### config.mk
export PLATFORM = sky130hd
export DESIGN_NAME = sdpram_rd_stream_flat
export DESIGN_NICKNAME = d
export VERILOG_FILES = /design/src/rtl/sdpram_rd_pkg.sv /design/src/rtl/sdpram_rd_stream_if.sv /design/src/rtl/sdpram_rd_stream_buf.sv /design/src/rtl/sdpram_rd_stream.sv /design/src/flat_wrapper.sv
export SDC_FILE = /design/constraint.sdc
export NUM_CORES = 1
export LEC_CHECK = 0
export CORE_MARGIN = 2
export CORE_UTILIZATION = 35
export DETAILED_ROUTE_END_ITERATION = 6
export PLACE_DENSITY = 0.66
export SYNTH_ARGS = -nofsm -noshare
export SYNTH_HDL_FRONTEND = slang
export SYNTH_SLANG_ARGS = --single-unit
export TNS_END_PERCENT = 10
### constraint.sdc
create_clock -name clk -period 3.2 [get_ports clk]
set_clock_uncertainty 0.05 [all_clocks]
set_input_delay 0.96 -clock clk [delete_from_list [all_inputs] [get_ports clk]]
set_output_delay 0.96 -clock clk [all_outputs]
set_load 0.02 [all_outputs]
### src/rtl/sdpram_rd_pkg.sv
// Shared definitions for the SDPRAM block-read stream engine.
`ifndef SDPRAM_RD_PKG_SV
`define SDPRAM_RD_PKG_SV
// Only RAMs with unregistered (1) or registered (2) read data are supported.
`define SDPRAM_RD_LAT_LEGAL(lat) ((lat) == 1 || (lat) == 2)
`endif

package sdpram_rd_pkg;

  typedef enum logic [1:0] {
    ST_IDLE  = 2'd0,
    ST_ISSUE = 2'd1,
    ST_DRAIN = 2'd2
  } rd_state_e;

endpackage

### src/rtl/sdpram_rd_stream_if.sv
// Valid/ready stream carrying block data with a last-beat marker.
interface sdpram_rd_stream_if #(
  parameter int DWID = 32
);
  logic            valid;
  logic            ready;
  logic [DWID-1:0] data;
  logic            last;

  modport master (output valid, data, last, input ready);
  modport slave  (input valid, data, last, output ready);
endinterface

### src/rtl/sdpram_rd_stream_buf.sv
// Small synchronous FIFO holding captured read data plus its last flag.
// Depth need not be a power of two; pointers wrap explicitly.
module rd_stream_buf #(
  parameter int W     = 33,
  parameter int DEPTH = 4,
  parameter int AW    = (DEPTH > 1) ? $clog2(DEPTH) : 1,
  parameter int CW    = $clog2(DEPTH + 1)
) (
  input  logic          clk,
  input  logic          rst_n,
  input  logic          flush,
  input  logic          wr_en,
  input  logic [W-1:0]  wr_data,
  input  logic          rd_en,
  output logic [W-1:0]  rd_data,
  output logic [CW-1:0] count
);

  logic [W-1:0]  mem [DEPTH];
  logic [AW-1:0] wr_ptr;
  logic [AW-1:0] rd_ptr;
  logic          do_rd;

  function automatic logic [AW-1:0] ptr_next(input logic [AW-1:0] p);
    return (p == AW'(DEPTH - 1)) ? '0 : p + 1'b1;
  endfunction

  // Reads are ignored when empty; writes are never issued when full
  assign do_rd   = rd_en && (count != '0);
  assign rd_data = mem[rd_ptr];

  // Pointer and occupancy tracking; flush empties the FIFO in one cycle
  always_ff @(posedge clk or negedge rst_n) begin
    if (!rst_n) begin
      wr_ptr <= '0;
      rd_ptr <= '0;
      count  <= '0;
    end else if (flush) begin
      wr_ptr <= '0;
      rd_ptr <= '0;
      count  <= '0;
    end else begin
      if (wr_en) wr_ptr <= ptr_next(wr_ptr);
      if (do_rd) rd_ptr <= ptr_next(rd_ptr);
      case ({wr_en, do_rd})
        2'b10:   count <= count + 1'b1;
        2'b01:   count <= count - 1'b1;
        default: ;
      endcase
    end
  end

  // Storage array, no reset needed: contents are only seen when count != 0
  always_ff @(posedge clk) begin
    if (wr_en && !flush) mem[wr_ptr] <= wr_data;
  end

endmodule

### src/rtl/sdpram_rd_stream.sv
// Block-read engine: issues LEN sequential RAM reads from BASE and returns
// the data as a valid/ready stream. Reads are only issued while there is
// guaranteed room in the output buffer for everything already in flight.
module sdpram_rd_stream
  import sdpram_rd_pkg::*;
#(
  parameter int DWID      = 32,
  parameter int AWID      = 10,
  parameter int LWID      = 11,
  parameter int RD_LAT    = 1,
  parameter int BUF_DEPTH = 4
) (
  input  logic                      clk,
  input  logic                      rst_n,
  input  logic                      start,
  input  logic [AWID-1:0]           base,
  input  logic [LWID-1:0]           len,
  input  logic                      abort,
  output logic                      busy,
  output logic                      done,
  output logic                      ram_re,
  output logic [AWID-1:0]           ram_raddr,
  input  logic [DWID-1:0]           ram_rdata,
  sdpram_rd_stream_if.master        m
);

  localparam int CW = $clog2(BUF_DEPTH + 1);

  if (!(`SDPRAM_RD_LAT_LEGAL(RD_LAT))) begin : g_bad_lat
    $error("sdpram_rd_stream: RD_LAT=%0d is illegal, use 1 or 2", RD_LAT);
  end
  if (BUF_DEPTH < RD_LAT + 1) begin : g_bad_depth
    $error("sdpram_rd_stream: BUF_DEPTH=%0d must be at least RD_LAT+1", BUF_DEPTH);
  end

  rd_state_e       state_q, state_d;
  logic            abort_q, abort_d;
  logic            done_q, done_d;
  logic [AWID-1:0] addr_q;
  logic [LWID-1:0] rem_q;
  logic [RD_LAT:1] vld_pipe;
  logic [RD_LAT:1] lst_pipe;
  logic [2:0]      in_flight;
  logic [CW-1:0]   buf_count;
  logic [DWID:0]   buf_rdata;
  logic            accept, issue, last_issue, credit_ok;
  logic            cap, pop, flush, nonempty, out_last;

  assign accept     = (state_q == ST_IDLE) && start && !abort;
  assign last_issue = (rem_q == LWID'(1));
  assign credit_ok  = (int'(in_flight) + int'(buf_count)) < BUF_DEPTH;
  assign issue      = (state_q == ST_ISSUE) && credit_ok;
  assign flush      = abort && (state_q != ST_IDLE) && !abort_q;
  // Arrivals belonging to an aborted block are dropped
  assign cap        = vld_pipe[RD_LAT] && !abort_q;
  assign nonempty   = (buf_count != '0);
  assign pop        = m.ready && nonempty;
  assign out_last   = nonempty && buf_rdata[DWID];

  assign busy      = (state_q != ST_IDLE);
  assign done      = done_q;
  assign ram_re    = issue;
  assign ram_raddr = addr_q;
  assign m.valid   = nonempty;
  assign m.data    = nonempty ? buf_rdata[DWID-1:0] : '0;
  assign m.last    = out_last;

  // Reads issued but not yet captured
  always_comb begin
    in_flight = '0;
    for (int i = 1; i <= RD_LAT; i++) in_flight = in_flight + 3'(vld_pipe[i]);
  end

  // Next-state and done-pulse decode
  always_comb begin
    state_d = state_q;
    abort_d = abort_q;
    done_d  = 1'b0;
    case (state_q)
      ST_IDLE: begin
        if (accept) begin
          if (len == '0) done_d  = 1'b1;
          else           state_d = ST_ISSUE;
        end
      end
      ST_ISSUE: begin
        if (abort) begin
          state_d = ST_DRAIN;
          abort_d = 1'b1;
        end else if (issue && last_issue) begin
          state_d = ST_DRAIN;
        end
      end
      ST_DRAIN: begin
        if (abort_q) begin
          if (in_flight == '0) begin
            state_d = ST_IDLE;
            abort_d = 1'b0;
            done_d  = 1'b1;
          end
        end else if (abort) begin
          abort_d = 1'b1;
        end else if (pop && out_last) begin
          state_d = ST_IDLE;
          done_d  = 1'b1;
        end
      end
      default: state_d = ST_IDLE;
    endcase
  end

  // FSM state, abort flag, done pulse and address/length counters
  always_ff @(posedge clk or negedge rst_n) begin
    if (!rst_n) begin
      state_q <= ST_IDLE;
      abort_q <= 1'b0;
      done_q  <= 1'b0;
      addr_q  <= '0;
      rem_q   <= '0;
    end else begin
      state_q <= state_d;
      abort_q <= abort_d;
      done_q  <= done_d;
      if (accept) begin
        addr_q <= base;
        rem_q  <= len;
      end else if (issue) begin
        addr_q <= addr_q + 1'b1;
        rem_q  <= rem_q - 1'b1;
      end
    end
  end

  // Read-latency tracker: valid and last tag ride alongside each read
  always_ff @(posedge clk or negedge rst_n) begin
    if (!rst_n) begin
      vld_pipe <= '0;
      lst_pipe <= '0;
    end else begin
      vld_pipe[1] <= issue;
      lst_pipe[1] <= issue && last_issue;
      for (int i = 2; i <= RD_LAT; i++) begin
        vld_pipe[i] <= vld_pipe[i-1];
        lst_pipe[i] <= lst_pipe[i-1];
      end
    end
  end

  rd_stream_buf #(
    .W     (DWID + 1),
    .DEPTH (BUF_DEPTH),
    .CW    (CW)
  ) u_buf (
    .clk     (clk),
    .rst_n   (rst_n),
    .flush   (flush),
    .wr_en   (cap),
    .wr_data ({lst_pipe[RD_LAT], ram_rdata}),
    .rd_en   (pop),
    .rd_data (buf_rdata),
    .count   (buf_count)
  );

endmodule

### src/flat_wrapper.sv
// flat-port wrapper written by rule: the top's interface ports become plain ports
module sdpram_rd_stream_flat import sdpram_rd_pkg::*;
#(
  parameter int DWID      = 32,
  parameter int AWID      = 10,
  parameter int LWID      = 11,
  parameter int RD_LAT    = 1,
  parameter int BUF_DEPTH = 4
)
  (clk, rst_n, start, base, len, abort, busy, done, ram_re, ram_raddr, ram_rdata, m_valid, m_data, m_last, m_ready);
  sdpram_rd_stream_if #(.DWID(DWID)) m_i ();
  input  logic clk;
  input  logic rst_n;
  input  logic start;
  input  logic [AWID-1:0] base;
  input  logic [LWID-1:0] len;
  input  logic abort;
  output logic busy;
  output logic done;
  output logic ram_re;
  output logic [AWID-1:0] ram_raddr;
  input  logic [DWID-1:0] ram_rdata;
  output wire logic [$bits(m_i.valid)-1:0] m_valid;
  output wire logic [$bits(m_i.data)-1:0] m_data;
  output wire logic [$bits(m_i.last)-1:0] m_last;
  input wire logic [$bits(m_i.ready)-1:0] m_ready;
  assign m_valid = m_i.valid;
  assign m_data = m_i.data;
  assign m_last = m_i.last;
  assign m_i.ready = m_ready;
  sdpram_rd_stream #(.DWID(DWID), .AWID(AWID), .LWID(LWID), .RD_LAT(RD_LAT), .BUF_DEPTH(BUF_DEPTH)) u_core (.clk(clk), .rst_n(rst_n), .start(start), .base(base), .len(len), .abort(abort), .busy(busy), .done(done), .ram_re(ram_re), .ram_raddr(ram_raddr), .ram_rdata(ram_rdata), .m(m_i));
endmodule
[Yosys cells after proc, flatten, opt, wreduce, memory -nomap -nowiden]
Memories as Yosys holds them, arrays and structs flattened.
Cells that the tools add are included.
Word-level totals
  register bits: 34
  memory bits (writable): 132
  input bits: 58
  output and inout bits: 47
  logic and storage cells: 96
  memories: 1
Operators by class
  $add $sub $neg: 7
  $lt $le $gt $ge: 1
  equality and inequality tests: 14
  multiplexer cells: 36
  reduce and logical (&&, ||, !) cells: 27
Memory list
  u_core.u_buf.mem: depth 4, width 33, read ports 1, clocked after memory_dff 0, write ports 1, RTL line sdpram_rd_stream_buf.sv:19  | logic [W-1:0] mem [DEPTH];
Operators with widths (number)
  32-bit by 4-bit < comparator with 1-bit output (second input constant): 1
  32-bit two-way mux: 1
  2-bit two-way mux: 14
  11-bit two-way mux: 2
  10-bit two-way mux: 2
  1-bit logical AND: 12
  1-bit two-way mux: 12
  11-bit by 1-bit equality test with 1-bit output (second input constant): 1
  11-bit logical NOT: 1
  11-bit by 1-bit subtractor with 11-bit output (second input constant): 1
  10-bit by 1-bit adder with 10-bit output (second input constant): 1
  2-bit nonzero test: 5
  2-bit equality test (second input constant): 4
  3-bit != test (second input constant): 2
  2-bit case mux with 3 select lines: 1
  3-bit case mux with 2 select lines: 1
  6-bit AND reduction: 1
  3-bit nonzero test: 2
  1-bit by 3-bit adder with 4-bit output: 1
  2-bit by 1-bit adder with 2-bit output (second input constant): 2
  2-bit by 1-bit equality test with 1-bit output (second input constant): 2
  2-bit != test (second input constant): 2
  1-bit case mux with 2 select lines: 2
  3-bit by 1-bit adder with 3-bit output (second input constant): 1
  9 further kinds: 11

[Logic depth before layout (Yosys ltp)]
  depth after elaboration: 7
  mapped depth: 9
  gate-level depth less buffers: 9

[Modules after synthesis]
From an unflattened synthesis, not the netlist that was laid out.
Unflattened totals
  cells, all modules: 424
  area total of the unflattened synthesis: 7203.2 µm²
By module, submodules not included
  rd_stream_buf: times used 1, cells an instance 223, area an instance 5413.9 µm², sequential area each 4139.0 µm²
  sdpram_rd_stream: times used 1, cells an instance 201, area an instance 1789.2 µm², sequential area each 675.6 µm²

[Worst setup path after synthesis]
No wires, ideal clock.
  path type: input port to flip-flop
  start: input abort
  end: memory u_core.u_buf.mem[0][0] (enable)
  setup time: 0.393 ns
  arrival time: 2.271 ns
  data required time: 2.757 ns
  setup slack: 0.486 ns
  stages on the path: 4
  path buffers: 1
  path through: and3b_1 -> clkbuf_1 -> nor2_1 -> and2_1
On the way
  longest elaborated chain between the ends: 6
Ends and longest elaborated chain
  from (decl): RTL line flat_wrapper.sv:17  | input logic abort;
  1-bit logical AND (2 in a row): RTL line sdpram_rd_stream.sv:53  | assign flush = abort && (state_q != ST_IDLE) && !abort_q;
  1-bit logical NOT: RTL line sdpram_rd_stream_buf.sv:55  | if (wr_en && !flush) mem[wr_ptr] <= wr_data;
  1-bit logical AND: RTL line sdpram_rd_stream_buf.sv:55
  1-bit two-way mux: RTL line sdpram_rd_stream_buf.sv:55
  1-bit two-way mux (implied by the code): RTL line sdpram_rd_stream_buf.sv:55
  to (decl): RTL line sdpram_rd_stream_buf.sv:19
No other way between the ends.

[Worst setup path in the final report]
  start: register u_core.u_buf.rd_ptr[0]
  end: output m_data[7]
On the way
  longest elaborated chain between the ends: 2
Ends and longest elaborated chain
  from (decl): RTL line sdpram_rd_stream_buf.sv:21  | logic [AW-1:0] rd_ptr;
  from (signal assigned): RTL line sdpram_rd_stream_buf.sv:44  | if (do_rd) rd_ptr <= ptr_next(rd_ptr);
  memory 4 x 33 bit
  32-bit two-way mux: RTL line sdpram_rd_stream.sv:65  | assign m.data = nonempty ? buf_rdata[DWID-1:0] : '0;
  to (decl): RTL line flat_wrapper.sv:24  | output wire logic [$bits(m_i.data)-1:0] m_data;
No other way between the ends.

==> impl_metrics.py <==
metrics = {
    "run_status": {
        "status": "finished, final reports clean",
    },
    "synth": {
        "synth_area_leaders": "edfxtp_1 57%, dfrtp_1 12%, mux4_2 10%",
        "synth_nets": 485,
        "yosys.area.top_type": "edfxtp_1",
        "synth_edf_count": 132,
        "synthArstFlopShare_pct": 20.5,
        "synth_cells": 417,
        "yosys_most_used_dff": "edfxtp_1",
        "ys_top_cells_by_count": "132 x edfxtp_1, 36 x and2_1, 34 x dfrtp_1",
        "syn_area_um2": 6930,
        "synth.avg_cell_area_um2": 16.6,
        "yosysSeqAreaShare_pct": 69.5,
        "synth_seq_cells": 166,
        "ys_types": 48,
        "yosys_warnings": 0,
        "post-synth-top-count-cell": "edfxtp_1",
        "yosysTopAreaCellShare_pct": 57.2,
    },
    "setup_path": {
        "cp_max_fo": 21,
        "start_kind": "register",
        "critPathKind": "register to output pin",
        "crit_required_ps": 2190,
        "cp.arrival_ps": 2070,
        "crit_path_end_kind": "output pin",
    },
    "pwr": {
        "clock_power_share_pct": 25.2,
        "power_frac_comb_pct": 37.1,
        "ir_worst_vdd_uv": 400,
        "p_int_mw": 5.10,
        "p_seq_share_pct": 37.6,
        "switching_share_pct": 34.0,
        "p_sw_mw": 2.63,
        "power_leakage_nw": 3.15,
        "pwr_density_cell_nw_per_um2": 864,
    },
    "clock_tree": {
        "postCtsHoldBufs": 0,
        "cts.clk_slew.worst_paths_ps": 60,
        "cts_made_buffers": 17,
        "cts_sinks": 166,
        "cts_root_buffer": "clkbuf_16",
        "cts_tree": "yes",
        "clkLatencyLatePin_ps": 420,
        "cts_buffer_depth": 2,
        "htreeDepth": 4,
    },
    "routing": {
        "vias": 4032,
        "drc": 0,
        "drt_iter0_markers": 204,
        "ant_nets": 0,
        "wl_mm": 13.8,
        "viasPerCell": 4.95,
        "wire_per_inst_um": 16.9,
        "drtPass1Iterations": 4,
    },
    "floorplanning": {
        "start_util_pct": 35.6,
        "dieWidth_um": 145,
        "io_pins": 105,
        "die_area_um2": 20900,
        "coreArea_um2": 19500,
        "rows": 51,
        "die_y_um": 145,
    },
    "min_path": {
        "min_path_type": "register to register",
    },
    "cells_and_area": {
        "utilization_pct": 46.0,
        "nFillCells": 1720,
        "areaGrowthSynthToFinish_pct": 29.2,
        "final_nets": 605,
        "regArea_um2": 4820,
        "num_antenna_cells": 0,
        "multi_input_area_um2": 1990,
        "drive_gt1_share_pct": 17.5,
    },
    "global_route": {
        "grtUsageMet1_pct": 18.1,
        "met3_usage_pct": 3.29,
        "grt_first_pass_wirelength_mm": 21.5,
        "grt_pass1_vias": 4095,
        "grt_overflow": 0,
        "track_usage_pct": 13.7,
        "gr-usage-met2_pct": 22.9,
        "grt_start_max_net_pins": 35,
        "grt-busiest-layer": "met2",
        "antenna_found_initial": 0,
    },
    "place": {
        "dp_hpwl_mm": 8.86,
        "port_buffers": 104,
        "gp_congestion": 0.816,
    },
    "sta": {
        "whs_ps": 451,
        "rsz0062_at_grt": "false",
        "tns_ps": 0,
        "drv_slew": 0,
        "fin_crit_ps": 3080,
        "tightest_slew_ps": 460,
        "hold_viol_final": 0,
        "fin_crit_sh_pct": 96.2,
        "setup_viol": 0,
        "relSlewSlack_pct": 69.3,
        "max_freq_ghz": 0.325,
    },
    "job": {
        "drv_cap": 0,
    },
}
critical path, cell delays in order, from the launching register on:
cell           delay (ps)
dfrtp_2               410
buf_12                220
mux4_2                520
and2_1                180
dlygate4sd2_1         320
stage by stage:
stage          area, um^2  worst slack [ps]  power (mW)  instances
2_1_floorplan        6930               486        4.77        417
3_3_place_gp         8420               171        6.04        783
3_5_place_dp         8420               145        6.09        783
4_1_cts              8950              68.5        7.85        815
5_1_grt              8950              2.62        8.20        815
6_report             8950               121        7.74        815
path summary, 6_finish.rpt:
path / from / to / slack [ps] / cells past startpoint
worst min-delay path: u_core.lst_pipe$_DFF_PN0_ / u_core.u_buf.mem[2][32]$_DFFE_PP_ / 450 / 0
worst max-delay path: u_core.u_buf.rd_ptr[0]$_DFFE_PN0P_ / m_data[7] / 120 / 4
min in group asynchronous: rst_n / u_core.ram_raddr[0]$_DFFE_PN0P_ / 910 / 2
worst min register to register: u_core.lst_pipe$_DFF_PN0_ / u_core.u_buf.mem[2][32]$_DFFE_PP_ / 450 / 0
worst max register to register: u_core.u_buf.count[1]$_DFFE_PN0P_ / u_core.u_buf.count[2]$_DFFE_PN0P_ / 790 / 9
max in group asynchronous: rst_n / u_core.u_buf.rd_ptr[1]$_DFFE_PN0P_ / 1830 / 2
power by group through the flow:
stage                     sequential (mW)  clock, mW  combinational (mW)
after floorplan                      2.94          0                1.83
after global placement               2.93          0                3.11
after detailed placement             2.95          0                3.13
after CTS                            2.91       2.00                2.94
after global routing                 2.96       2.08                3.15
final                                2.91       1.95                2.87
cell type report:
cell class / instances / area share, %
well taps: 265 / 3.70
clock buffers: 18 / 4.80
multi-input cells: 223 / 22.3
inverters: 9 / 0.377
clock inverters: 14 / 1.55
repair buffers: 120 / 13.5
flip-flops and latches: 166 / 53.8
kinds of logic after synthesis:
kind of cell / after synthesis / share of synthesized area, %
AO/OA/AOI/OAI: 43 / 4.17
adder cells (fa/ha/maj): 10 / 1.91
multiplexers: 37 / 11.1
AND/OR/NAND/NOR: 123 / 10.1
buffers and inverters: 28 / 1.88
flip-flops: 166 / 69.5
XOR/XNOR: 10 / 1.26
routing by layer:
metal	vias to the layer above	share of wire, %	routed length, um
li1	1850	-	-
met2	134	49	6790
met5	-	0	0
met1	2033	45	6140
met3	15	5.2	710
met4	0	0.99	136
repair_timing:
action,CTS,global route
setup buffers,0,0
setup endpoints to repair,33,0
gates resized for setup,34,0
registers in the layout (all words and copies together) (netlist names):
signal,cells
u_core.vld_pipe,1
u_core.u_buf.rd_ptr,2
u_core.rem_q,11
u_core.ram_raddr,10
u_core.u_buf.mem,132
u_core.done,1
u_core.abort_q,1
u_core.u_buf.count,3
u_core.state_q,2
u_core.u_buf.wr_ptr,2
u_core.lst_pipe,1
placed cells by master, fill, tap and decap left out, types with 4 or more instances in the layout:
cell and count:
o21ai_0 11, and2_2 4, a21oi_1 5, buf_12 7
xor2_1 7, dlygate4sd2_1 33, mux4_2 32, o211ai_1 9
ha_1 9, and2_1 32, buf_4 9, dfrtp_1 32
nor3_1 4, clkbuf_16 17, o21ai_1 4, inv_1 9
nor2_1 18, mux2i_1 4, nand4_1 5, nand2_1 29
clkdlybuf4s50_1 71, edfxtp_1 132, inv_6 6, nand3_1 5
(Power assumes the default switching activity.)
